--- src/rtl/fixed_pkg.sv ---
// Shared fixed-point definitions: default word format, controller states and
// saturation limits for the default Q2.30 word.
package fixed_pkg;

    localparam int DEF_WIDTH      = 32;
    localparam int DEF_FRAC_WIDTH = 30;

    // Saturation limits for a DEF_WIDTH-bit two's complement word
    localparam logic [DEF_WIDTH-1:0] SAT_MAX = 32'h7FFF_FFFF;
    localparam logic [DEF_WIDTH-1:0] SAT_MIN = 32'h8000_0000;

    // Controller states: one multiply pass per vector component
    typedef enum logic [2:0] {
        ST_IDLE  = 3'd0,
        ST_MUL_X = 3'd1,
        ST_MUL_Y = 3'd2,
        ST_MUL_Z = 3'd3,
        ST_DONE  = 3'd4
    } state_t;

endpackage

--- src/rtl/denormalize_if.sv ---
// Request/result bundle of the denormalize block. The master side issues the
// direction and length and the slave side returns the rebuilt vector.
interface denormalize_if
    import fixed_pkg::*;
#(
    parameter int WIDTH = DEF_WIDTH
) ();

    logic             start;
    logic [WIDTH-1:0] nx;
    logic [WIDTH-1:0] ny;
    logic [WIDTH-1:0] nz;
    logic [WIDTH-1:0] length;
    logic             busy;
    logic             done;
    logic [WIDTH-1:0] x;
    logic [WIDTH-1:0] y;
    logic [WIDTH-1:0] z;
    logic             overflow;

    modport master (
        output start, nx, ny, nz, length,
        input  busy, done, x, y, z, overflow
    );

    modport slave (
        input  start, nx, ny, nz, length,
        output busy, done, x, y, z, overflow
    );

endinterface

--- src/rtl/serial_mul.sv ---
// LSB-first shift-add unsigned multiplier. The load edge already consumes
// multiplier bit 0, so the full product is held in the accumulator after
// WIDTH edges counted from the load edge. Once the multiplier is exhausted
// further steps add nothing and the product stays stable until reloaded.
module serial_mul
    import fixed_pkg::*;
#(
    parameter int WIDTH = DEF_WIDTH
) (
    input  logic               clk,
    input  logic               rst,
    input  logic               load,
    input  logic [WIDTH-1:0]   a,
    input  logic [WIDTH-1:0]   b,
    output logic [2*WIDTH-1:0] product
);

    logic [2*WIDTH-1:0] acc_r;
    logic [2*WIDTH-1:0] mcand_r;
    logic [WIDTH-1:0]   mplier_r;

    // Load operands (processing bit 0 at once) or perform one shift-add step
    always_ff @(posedge clk) begin
        if (rst) begin
            acc_r    <= {(2*WIDTH){1'b0}};
            mcand_r  <= {(2*WIDTH){1'b0}};
            mplier_r <= {WIDTH{1'b0}};
        end else if (load) begin
            acc_r    <= b[0] ? {{WIDTH{1'b0}}, a} : {(2*WIDTH){1'b0}};
            mcand_r  <= {{(WIDTH-1){1'b0}}, a, 1'b0};
            mplier_r <= {1'b0, b[WIDTH-1:1]};
        end else begin
            if (mplier_r[0]) begin
                acc_r <= acc_r + mcand_r;
            end else begin
                acc_r <= acc_r;
            end
            mcand_r  <= {mcand_r[2*WIDTH-2:0], 1'b0};
            mplier_r <= {1'b0, mplier_r[WIDTH-1:1]};
        end
    end

    assign product = acc_r;

endmodule

--- src/rtl/denormalize.sv ---
// Rebuilds a signed fixed-point vector from a unit direction and a length.
// A single serial multiplier is time-shared across x, y and z; each component
// takes WIDTH cycles, then the magnitude is truncated, signed and saturated.
module denormalize
    import fixed_pkg::*;
#(
    parameter int WIDTH      = DEF_WIDTH,
    parameter int FRAC_WIDTH = DEF_FRAC_WIDTH
) (
    input  logic         clk,
    input  logic         rst,
    denormalize_if.slave bus
);

    localparam int               CNT_W    = $clog2(WIDTH);
    localparam int               MAG_W    = 2*WIDTH - FRAC_WIDTH;
    localparam logic [CNT_W-1:0] CNT_LAST = CNT_W'(WIDTH-1);
    localparam logic [WIDTH-1:0] SAT_HI   = {1'b0, {(WIDTH-1){1'b1}}};
    localparam logic [WIDTH-1:0] SAT_LO   = {1'b1, {(WIDTH-1){1'b0}}};
    localparam logic [MAG_W-1:0] POS_LIM  = MAG_W'(SAT_HI);
    localparam logic [MAG_W-1:0] NEG_LIM  = MAG_W'(SAT_LO);

    // Unsigned magnitude; the most negative value maps onto 2^(WIDTH-1)
    function automatic logic [WIDTH-1:0] magnitude(input logic [WIDTH-1:0] v);
        logic [WIDTH-1:0] res;
        if (v[WIDTH-1]) begin
            res = ~v + WIDTH'(1);
        end else begin
            res = v;
        end
        return res;
    endfunction

    // Truncate, apply sign and saturate; returns {overflow, value}
    function automatic logic [WIDTH:0] shape_result(input logic neg,
                                                    input logic [2*WIDTH-1:0] prod);
        logic [MAG_W-1:0] m;
        logic [WIDTH:0]   res;
        m = prod[2*WIDTH-1:FRAC_WIDTH];
        if (neg) begin
            if (m > NEG_LIM) begin
                res = {1'b1, SAT_LO};
            end else begin
                res = {1'b0, (~m[WIDTH-1:0]) + WIDTH'(1)};
            end
        end else begin
            if (m > POS_LIM) begin
                res = {1'b1, SAT_HI};
            end else begin
                res = {1'b0, m[WIDTH-1:0]};
            end
        end
        return res;
    endfunction

    state_t             state_r;
    state_t             state_next_s;
    logic [CNT_W-1:0]   cnt_r;
    logic [WIDTH-1:0]   ny_mag_r;
    logic [WIDTH-1:0]   nz_mag_r;
    logic [WIDTH-1:0]   len_mag_r;
    logic               neg_x_r;
    logic               neg_y_r;
    logic               neg_z_r;
    logic [WIDTH-1:0]   x_r;
    logic [WIDTH-1:0]   y_r;
    logic [WIDTH-1:0]   z_r;
    logic               overflow_r;
    logic               busy_r;
    logic               done_r;

    logic               accept_s;
    logic               last_s;
    logic               mul_load_s;
    logic [WIDTH-1:0]   mul_a_s;
    logic [WIDTH-1:0]   mul_b_s;
    logic [2*WIDTH-1:0] product_s;
    logic               wr_x_s;
    logic               wr_y_s;
    logic               wr_z_s;
    logic               cur_neg_s;
    logic [WIDTH:0]     shaped_s;

    assign accept_s = (state_r == ST_IDLE) && bus.start;
    assign last_s   = (cnt_r == CNT_LAST);
    assign shaped_s = shape_result(cur_neg_s, product_s);

    serial_mul #(
        .WIDTH   (WIDTH)
    ) u_mul (
        .clk     (clk),
        .rst     (rst),
        .load    (mul_load_s),
        .a       (mul_a_s),
        .b       (mul_b_s),
        .product (product_s)
    );

    // Next-state, multiplier reload and result write strobes
    always_comb begin
        state_next_s = state_r;
        mul_load_s   = 1'b0;
        mul_a_s      = {WIDTH{1'b0}};
        mul_b_s      = len_mag_r;
        wr_x_s       = 1'b0;
        wr_y_s       = 1'b0;
        wr_z_s       = 1'b0;
        cur_neg_s    = 1'b0;
        case (state_r)
            ST_IDLE: begin
                if (bus.start) begin
                    state_next_s = ST_MUL_X;
                    mul_load_s   = 1'b1;
                    mul_a_s      = magnitude(bus.nx);
                    mul_b_s      = magnitude(bus.length);
                end else begin
                    state_next_s = ST_IDLE;
                end
            end
            ST_MUL_X: begin
                cur_neg_s = neg_x_r;
                if (last_s) begin
                    state_next_s = ST_MUL_Y;
                    wr_x_s       = 1'b1;
                    mul_load_s   = 1'b1;
                    mul_a_s      = ny_mag_r;
                end else begin
                    state_next_s = ST_MUL_X;
                end
            end
            ST_MUL_Y: begin
                cur_neg_s = neg_y_r;
                if (last_s) begin
                    state_next_s = ST_MUL_Z;
                    wr_y_s       = 1'b1;
                    mul_load_s   = 1'b1;
                    mul_a_s      = nz_mag_r;
                end else begin
                    state_next_s = ST_MUL_Y;
                end
            end
            ST_MUL_Z: begin
                cur_neg_s = neg_z_r;
                if (last_s) begin
                    state_next_s = ST_DONE;
                    wr_z_s       = 1'b1;
                end else begin
                    state_next_s = ST_MUL_Z;
                end
            end
            ST_DONE: begin
                state_next_s = ST_IDLE;
            end
            default: begin
                state_next_s = ST_IDLE;
            end
        endcase
    end

    // State register
    always_ff @(posedge clk) begin
        if (rst) begin
            state_r <= ST_IDLE;
        end else begin
            state_r <= state_next_s;
        end
    end

    // Per-component cycle counter, restarted on every state change
    always_ff @(posedge clk) begin
        if (rst) begin
            cnt_r <= {CNT_W{1'b0}};
        end else if ((state_next_s != state_r) || (state_r == ST_IDLE)) begin
            cnt_r <= {CNT_W{1'b0}};
        end else begin
            cnt_r <= cnt_r + CNT_W'(1);
        end
    end

    // Operand capture on an accepted start; nx goes straight into the multiplier
    always_ff @(posedge clk) begin
        if (rst) begin
            ny_mag_r  <= {WIDTH{1'b0}};
            nz_mag_r  <= {WIDTH{1'b0}};
            len_mag_r <= {WIDTH{1'b0}};
            neg_x_r   <= 1'b0;
            neg_y_r   <= 1'b0;
            neg_z_r   <= 1'b0;
        end else if (accept_s) begin
            ny_mag_r  <= magnitude(bus.ny);
            nz_mag_r  <= magnitude(bus.nz);
            len_mag_r <= magnitude(bus.length);
            neg_x_r   <= bus.nx[WIDTH-1] ^ bus.length[WIDTH-1];
            neg_y_r   <= bus.ny[WIDTH-1] ^ bus.length[WIDTH-1];
            neg_z_r   <= bus.nz[WIDTH-1] ^ bus.length[WIDTH-1];
        end else begin
            ny_mag_r  <= ny_mag_r;
            nz_mag_r  <= nz_mag_r;
            len_mag_r <= len_mag_r;
            neg_x_r   <= neg_x_r;
            neg_y_r   <= neg_y_r;
            neg_z_r   <= neg_z_r;
        end
    end

    // Result registers and sticky overflow, written at the end of each pass
    always_ff @(posedge clk) begin
        if (rst) begin
            x_r        <= {WIDTH{1'b0}};
            y_r        <= {WIDTH{1'b0}};
            z_r        <= {WIDTH{1'b0}};
            overflow_r <= 1'b0;
        end else if (accept_s) begin
            overflow_r <= 1'b0;
        end else if (wr_x_s || wr_y_s || wr_z_s) begin
            if (wr_x_s) begin
                x_r <= shaped_s[WIDTH-1:0];
            end else begin
                x_r <= x_r;
            end
            if (wr_y_s) begin
                y_r <= shaped_s[WIDTH-1:0];
            end else begin
                y_r <= y_r;
            end
            if (wr_z_s) begin
                z_r <= shaped_s[WIDTH-1:0];
            end else begin
                z_r <= z_r;
            end
            overflow_r <= overflow_r | shaped_s[WIDTH];
        end else begin
            overflow_r <= overflow_r;
        end
    end

    // Registered status flags derived from the upcoming state
    always_ff @(posedge clk) begin
        if (rst) begin
            busy_r <= 1'b0;
            done_r <= 1'b0;
        end else begin
            busy_r <= (state_next_s != ST_IDLE);
            done_r <= (state_next_s == ST_DONE);
        end
    end

    assign bus.busy     = busy_r;
    assign bus.done     = done_r;
    assign bus.x        = x_r;
    assign bus.y        = y_r;
    assign bus.z        = z_r;
    assign bus.overflow = overflow_r;

endmodule

--- src/flat_wrapper.sv ---
// flat-port wrapper written by rule: the top's interface ports become plain ports
module denormalize_flat import fixed_pkg::*;
#(
    parameter int WIDTH      = DEF_WIDTH,
    parameter int FRAC_WIDTH = DEF_FRAC_WIDTH
)
  (clk, rst, bus_start, bus_nx, bus_ny, bus_nz, bus_length, bus_busy, bus_done, bus_x, bus_y, bus_z, bus_overflow);
  denormalize_if #(.WIDTH(WIDTH)) bus_i ();
  input  logic clk;
  input  logic rst;
  input wire logic [$bits(bus_i.start)-1:0] bus_start;
  input wire logic [$bits(bus_i.nx)-1:0] bus_nx;
  input wire logic [$bits(bus_i.ny)-1:0] bus_ny;
  input wire logic [$bits(bus_i.nz)-1:0] bus_nz;
  input wire logic [$bits(bus_i.length)-1:0] bus_length;
  output wire logic [$bits(bus_i.busy)-1:0] bus_busy;
  output wire logic [$bits(bus_i.done)-1:0] bus_done;
  output wire logic [$bits(bus_i.x)-1:0] bus_x;
  output wire logic [$bits(bus_i.y)-1:0] bus_y;
  output wire logic [$bits(bus_i.z)-1:0] bus_z;
  output wire logic [$bits(bus_i.overflow)-1:0] bus_overflow;
  assign bus_i.start = bus_start;
  assign bus_i.nx = bus_nx;
  assign bus_i.ny = bus_ny;
  assign bus_i.nz = bus_nz;
  assign bus_i.length = bus_length;
  assign bus_busy = bus_i.busy;
  assign bus_done = bus_i.done;
  assign bus_x = bus_i.x;
  assign bus_y = bus_i.y;
  assign bus_z = bus_i.z;
  assign bus_overflow = bus_i.overflow;
  denormalize #(.WIDTH(WIDTH), .FRAC_WIDTH(FRAC_WIDTH)) u_core (.clk(clk), .rst(rst), .bus(bus_i));
endmodule
--- config.mk ---
export PLATFORM = sky130hd
export DESIGN_NAME = denormalize_flat
export DESIGN_NICKNAME = d
export VERILOG_FILES = /design/src/rtl/fixed_pkg.sv /design/src/rtl/denormalize_if.sv /design/src/rtl/serial_mul.sv /design/src/rtl/denormalize.sv /design/src/flat_wrapper.sv
export SDC_FILE = /design/constraint.sdc
export NUM_CORES = 1
export LEC_CHECK = 0
export ABC_AREA = 1
export CAP_MARGIN = 20
export CORE_AREA = 2 2 211 213
export CTS_CLUSTER_DIAMETER = 60
export DETAILED_ROUTE_END_ITERATION = 12
export DIE_AREA = 0 0 213 215
export PLACE_DENSITY = 0.82
export SYNTH_ARGS = -nofsm -noshare
export SYNTH_HDL_FRONTEND = slang
export SYNTH_SLANG_ARGS = --single-unit
--- constraint.sdc ---
create_clock -name clk -period 3 [get_ports clk]
set_input_delay 0.6 -clock clk [delete_from_list [all_inputs] [get_ports clk]]
set_output_delay 0.6 -clock clk [all_outputs]
set_load 0.005 [all_outputs]
==> metrics.cfg, run 1 <==
[power]
p_clk_share_pct=43.2
leakage_nw=13.9
p_int_mw=9.02
power_density_nw_per_um2=448
power.switching_mw=3.57
swShare_pct=28.3
irDropWorstVdd_uv=498
seqPwrFrac_pct=41.2
pwr-share-comb_pct=15.6

[synth]
syn_nets=4059
netlist-cell-type-count=52
synth_top_area_share_pct=30.7
postSynthAreaPerCell_sq_um=6.13
synthesis.area_sq_um=23700
synthCells=3858
yosys.area.top_type=dfxtp_1
ys_seq_area_share_pct=30.7
synth_edf_count=0
synthFlopType=dfxtp_1
async_reset_ff_share_pct=0
synth_warnings=0
synth_seq_cells=363
yosys-top-cells-area=dfxtp_1 (31%), nand2_1 (16%), inv_1 (9.7%), nor2_1 (7.7%), nand3_1 (5.5%)

[floorplan]
ios=230
core-area_sq_um=43600
die_h_um=215
initial_core_util_pct=54.2
dieArea_sq_um=45800
die_w_um=213
fp-row-count=77

[worst_setup_path]
path_class=register to register
regToRegSetupSlack_ps=270
crit_path_end_kind=register
reg2reg_from=u_core.cnt_r[0]
cp_data_arrival_time_ps=3220
critPathSlowestCell=nor2_2
critPathTopFamily=simple AND/OR/NAND/NOR gates
cp_num_buf_inv=4
worstPathMaxFanout=21
crit_start=u_core.cnt_r[0]
cp_slowest_stage_delay_ps=650
start_kind=register
crit_required_ps=3490
cp_cell_sequence=ha_1 > nand2_1 > nor2_1 > ha_1 > inv_1 > nor2_4 > inv_2 > nand2_2 > nor2_8 > inv_2 > nor2_2 > buf_4 > nand2_1 > o21ai_0

[sta]
clock.fmax_mhz=366
max_slew_margin_pct=33.9
setup_violations=0
rsz0062_at_grt=no
finalMaxSlewViolations=0
worst_slew_pin_slew_ps=989
period_needed_ps=2730
skew_ps=20.8
tns_ps=0
fin_crit_sh_pct=91.0
hold_violations=0

[global_routing]
grt_pass1_vias=23508
grt_pass1_wl_um=126000
track_usage_pct=34.4
antenna_found_initial=1
grt_max_degree=84
overflow=0

[clocking]
root_buffer=clkbuf_16
clock_latency_ps=590
clock_sinks=363
cts_made_buffers=44
cts.htree.levels=2
path_clk_slew_ps=60
holdBufCountCts=0
cts_resized=0
cts_tree=yes
postCtsSetupBuffers=0
clock_path_buffers=3

[route]
num_vias=25671
ant_nets=0
via_per_inst=5.50
drt_iter0_drc=2829
detail_route.wl_per_cell_um=17.0
dr.pass1.iters=6
post-route-drc-count=0
totalWireLength_um=79400

[status]
status=finished clean

[final_layout]
drive_gt1_share_pct=4.66
finalNonFillerCells=4671
area_growth_pct=18.8
nNetsFinal=4249
fillers=4046

[hold_path]
hp-class=input pin to register
hp-start=rst

[placement]
port-buffer-count=229
numPlacedInstances=4594
place_congestion=1.02
hpwl_um=59800

[run]
maxCapViolations=0

==> power groups by stage <==
stage / clock network, mW / logic, mW / registers [mW]
after global routing: 5.64 / 2.18 / 5.20
after global placement: 0 / 1.89 / 5.28
after detailed placement: 0 / 1.91 / 5.28
final: 5.43 / 1.97 / 5.19
after floorplan: 0 / 1.25 / 5.23
after CTS: 5.46 / 1.93 / 5.18
==> worst register-to-register path: cells and delay by family, from the launching register on <==
kind	cells	cell delay, ps
flops	1	320
compound gates	1	80
buf+inv	4	650
fa+ha+maj	2	420
simple gates	7	1160
==> cell usage in the layout, fill, tap and decap left out, types with 50 or more instances in the layout <==
cell and count:
inv_1 608, xor2_1 70, a21oi_1 190, ha_1 69, dfxtp_1 363, o21bai_1 50, o21ai_1 63, nor2_1 484
nand3_1 259, o21ai_0 221, nand2_1 1005, clkdlybuf4s50_1 228
==> cell families after synthesis <==
logic type / count (synthesis) / share of synthesized area, %
simple gates: 1908 / 33.6
buf+inv: 762 / 12.4
compound gates: 662 / 16.1
flops: 363 / 30.7
xor+xnor: 90 / 3.33
fa+ha+maj: 70 / 3.73
mux: 3 / 0.127
==> per-stage QoR <==
stage               total power, mW  setup WS (ps)  instance area [sq um]  util [%]  hold slack [ps]
floorplan                      6.48            919                  23700         -              403
global placement               7.17            259                  26600      61.1              412
detailed placement             7.19            230                  26600      61.1              418
CTS                            12.6            276                  28100      64.4              400
global route                   13.0           25.4                  28100      64.4              423
finish                         12.6            271                  28100      64.4              415
==> final timing paths <==
path / to / depth (start not counted)
setup / recovery: u_core.u_mul.mplier_r[18] / 14
hold / removal: u_core.u_mul.mcand_r[8] / 2
setup reg to reg: u_core.u_mul.mplier_r[18] / 14
hold reg to reg: u_core.u_mul.mcand_r[39] / 2
==> metal layers <==
metal / part of all wire, % / GRT usage (%) / vias to the layer above
met1: 42 / 46.4 / 11567
met5: 0 / 0 / -
met2: 44 / 53.6 / 1249
li1: - / - / 12617
met3: 8.8 / 4.97 / 238
met4: 5.3 / 17.0 / 0
==> flip-flops by register name (all words and copies together) (netlist names) <==
name and flops:
u_core.u_mul.mcand_r 63, u_core.u_mul.product 63, u_core.bus.x 32, u_core.bus.y 32, u_core.bus.z 32, u_core.len_mag_r 32, u_core.ny_mag_r 32, u_core.nz_mag_r 32
u_core.u_mul.mplier_r 31, u_core.cnt_r 5, u_core.state_r 3, u_core.bus.busy 1, u_core.bus.done 1, u_core.bus.overflow 1, u_core.neg_x_r 1, u_core.neg_y_r 1
u_core.neg_z_r 1
==> cell type report <==
cell class	instances	area, sq um	share of cell area, %
Antenna cell	1	2.50	0.00891
Clock buffer	61	1230	4.39
Clock inverter	15	219	0.779
Inverter	624	2350	8.35
Multi-Input combinational cell	2733	13500	48.0
Sequential cell	363	7270	25.9
Tap cell	592	741	2.64
Timing Repair Buffer	282	2810	10.0
==> cells in the mapped netlist (3+ instances only) <==
library cell  number
o21a_1            18
nor3_2             3
inv_1            609
nand3_1          260
o21bai_1          50
o21ai_2           10
buf_1             18
nor2_4             4
o22ai_1            3
a21oi_1          190
nand3b_1          30
a31oi_1           16
o31ai_1            3
nor2_2             4
nor3b_1            4
o211ai_1          32
mux2i_1            3
dfxtp_1          363
ha_1              69
inv_2             14
nor2_1           485
nor4_1             4
clkbuf_1          80
o21ai_1           63
buf_2             35
and2_1             5
nand2_2            3
a22oi_1           30
or2_2             23
o21ai_0          221
xor2_1            70
nand2_1         1005
nor3_1            36
o221ai_1          19
nand4_1           36
xnor2_1           20
buf_4              3
No activity file was read; power rests on OpenSTA's default activity.
==> run 2: changes to the inputs <==
- CTS_CLUSTER_SIZE: unset -> 30
- SLEW_MARGIN: unset -> 5
==> metrics.cfg, run 2 (synthesis results as in run 1) <==
[floorplan]
ios=230  ; unchanged
dieArea_sq_um=45800  ; unchanged
core-area_sq_um=43600  ; unchanged
initial_core_util_pct=54.2  ; unchanged
die_h_um=215  ; unchanged
fp-row-count=77  ; unchanged
die_w_um=213  ; unchanged

[sta]
hold_violations=0  ; unchanged
setup_violations=0  ; unchanged
skew_ps=49.0  ; was 20.8 ps
worst_slew_pin_slew_ps=988  ; was 989 ps
finalMaxSlewViolations=0  ; unchanged
setup_ws_ps=237  ; was 271 ps
max_slew_margin_pct=34.0  ; was 33.9%
hold_slack_ps=403  ; was 415 ps
rsz0062_at_grt=no  ; unchanged
period_needed_ps=2760  ; was 2730 ps
clock.fmax_mhz=362  ; was 366 MHz
fin_crit_sh_pct=92.1  ; was 91.0%
tns_ps=0  ; unchanged

[route]
ant_nets=0  ; unchanged
drt_iter0_drc=2713  ; was 2,829
detail_route.wl_per_cell_um=16.9  ; was 17.0 um
met1_length_um=33800  ; was 33,300 um
via_per_inst=5.46  ; was 5.50
totalWireLength_um=78600  ; was 79,400 um
route.met3.wl_um=6380  ; was 6950 um
post-route-drc-count=0  ; unchanged
top_layer=met4  ; unchanged
dr.pass1.iters=6  ; unchanged
met2_length_um=34500  ; was 35,000 um
num_vias=25439  ; was 25.7k

[global_routing]
antenna_found_initial=0  ; was 1
overflow=0  ; unchanged
grt_pass1_wl_um=125000  ; was 126,000 um
grt_max_degree=84  ; unchanged
track_usage_pct=34.2  ; was 34.4%
grt_pass1_vias=23444  ; was 23.5k

[final_layout]
mostFrequentLayoutCell=nand2_1  ; unchanged
fillers=4061  ; was 4,046
multi_input_area_sq_um=13500  ; unchanged
nNetsFinal=4240  ; was 4,249
diodes=0  ; was 1
drive_gt1_share_pct=4.60  ; was 4.66%
area_growth_pct=18.0  ; was 18.8%
final-seq-area_sq_um=7270  ; unchanged
final_cell_mix=nand2_1 (1,005), inv_1 (608), nor2_1 (484)  ; unchanged

[worst_setup_path]
path_common_cell=inv_2
start_kind=register  ; unchanged
critPathSlowestCell=nor2_2  ; unchanged
crit_path_end_kind=register  ; unchanged
worstPathMaxFanout=31  ; was 21
critPathTopFamily=simple AND/OR/NAND/NOR gates  ; unchanged
path_class=register to register  ; unchanged
crit_required_ps=3480  ; was 3490 ps
cp_slowest_stage_delay_ps=650  ; about the same
cp_data_arrival_time_ps=3250  ; was 3220 ps
cp_cell_sequence=ha_1 > nand2_1 > nor2_1 > ha_1 > inv_1 > nor2_4 > inv_2 > nand2_2 > nor2_8 > inv_2 > nor2_2 > inv_2 > buf_12 > nor2_1  ; was ha_1 > nand2_1 > nor2_1 > ha_1 > inv_1 > nor2_4 > inv_2 > nand2_2 > nor2_8 > inv_2 > nor2_2 > buf_4 > nand2_1 > o21ai_0
cp_num_buf_inv=5  ; was 4

[power]
power_density_nw_per_um2=432  ; was 448 nW/um^2
leakage_nw=13.8  ; was 13.9 nW
irDropWorstVdd_uv=539  ; was 498 uV

[placement]
port-buffer-count=229  ; unchanged
place_ws_ps=230  ; unchanged
hpwl_um=59800  ; unchanged
place_congestion=1.02  ; unchanged

[clocking]
holdBufCountCts=0  ; unchanged
clock_path_buffers=3  ; unchanged
cts_tree=yes  ; unchanged
cts_resized=0  ; unchanged
path_clk_slew_ps=100  ; was 60 ps
cts_made_buffers=35  ; was 44
clock_latency_ps=600  ; was 590 ps
postCtsSetupBuffers=0  ; unchanged
root_buffer=clkbuf_16  ; unchanged
clock_sinks=363  ; unchanged
cts.htree.levels=2  ; unchanged

[status]
status=finished clean  ; unchanged

[hold_path]
hp-class=input pin to register  ; unchanged

[run]
maxCapViolations=0  ; unchanged

[run 2: changes by cell type in the layout (fill, tap and decap cells not counted), sizes merged]
| cell | change |
|---|---|
| clkinv | +4 |
| clkbuf | -24 |
| bufinv | -2 |
| inv | +9 |
| diode | -1 |
| clkinvlp | +1 |
[run 2: per-layer routing]
| metal | vias to the layer above | track usage (%) |
|---|---|---|
| met4 | 0 | 16.3 |
| met2 | 1118 | 53.2 |
| li1 | 12615 | - |
| met1 | 11492 | 46.2 |
| met5 | - | 0 |
| met3 | 214 | 5.22 |
[run 2: power by group]
part           switching [mW]  leakage, nW  internal, mW
clock                    2.38        0.608          2.53
sequential              0.133         2.96          5.05
combinational            1.23         10.2         0.732
total                    3.74         13.8          8.31
[run 2: final timing paths]
kind,to,slack [ps],from,cells after the start
worst min-delay path,u_core.u_mul.mcand_r[11],400,rst,2
worst max register to register,u_core.u_mul.mcand_r[50],240,u_core.cnt_r[0],14
worst min register to register,u_core.u_mul.mcand_r[42],430,u_core.u_mul.mcand_r[41],2
worst max-delay path,u_core.u_mul.mcand_r[50],240,u_core.cnt_r[0],14
[run 2: final cells by class]
cell class,count,area share [%]
Tap cell,592,2.65
Timing Repair Buffer,282,10.1
Sequential cell,363,26.0
Clock buffer,37,3.20
Multi-Input combinational cell,2733,48.3
Clock inverter,27,1.37
Inverter,624,8.41
[run 2: stage by stage]
| step | utilization (%) | total power, mW | std cells | cell area [sq um] |
|---|---|---|---|---|
| CTS | 64.0 | 12.0 | 4658 | 27900 |
| global route | 64.0 | 12.5 | 4658 | 27900 |
| detailed placement | 61.1 | 7.19 | 4594 | 26600 |
| finish | 64.0 | 12.0 | 4658 | 27900 |
| global placement | 61.1 | 7.17 | 4594 | 26600 |
| floorplan | - | 6.48 | 3858 | 23700 |
[run 2: worst register-to-register path: stages (launching register included)]
cell	delay [ps]
dfxtp_1	340
ha_1	230
nand2_1	90
nor2_1	40
ha_1	210
inv_1	170
nor2_4	60
inv_2	60
nand2_2	90
nor2_8	150
inv_2	100
nor2_2	650
inv_2	130
buf_12	210
nor2_1	140
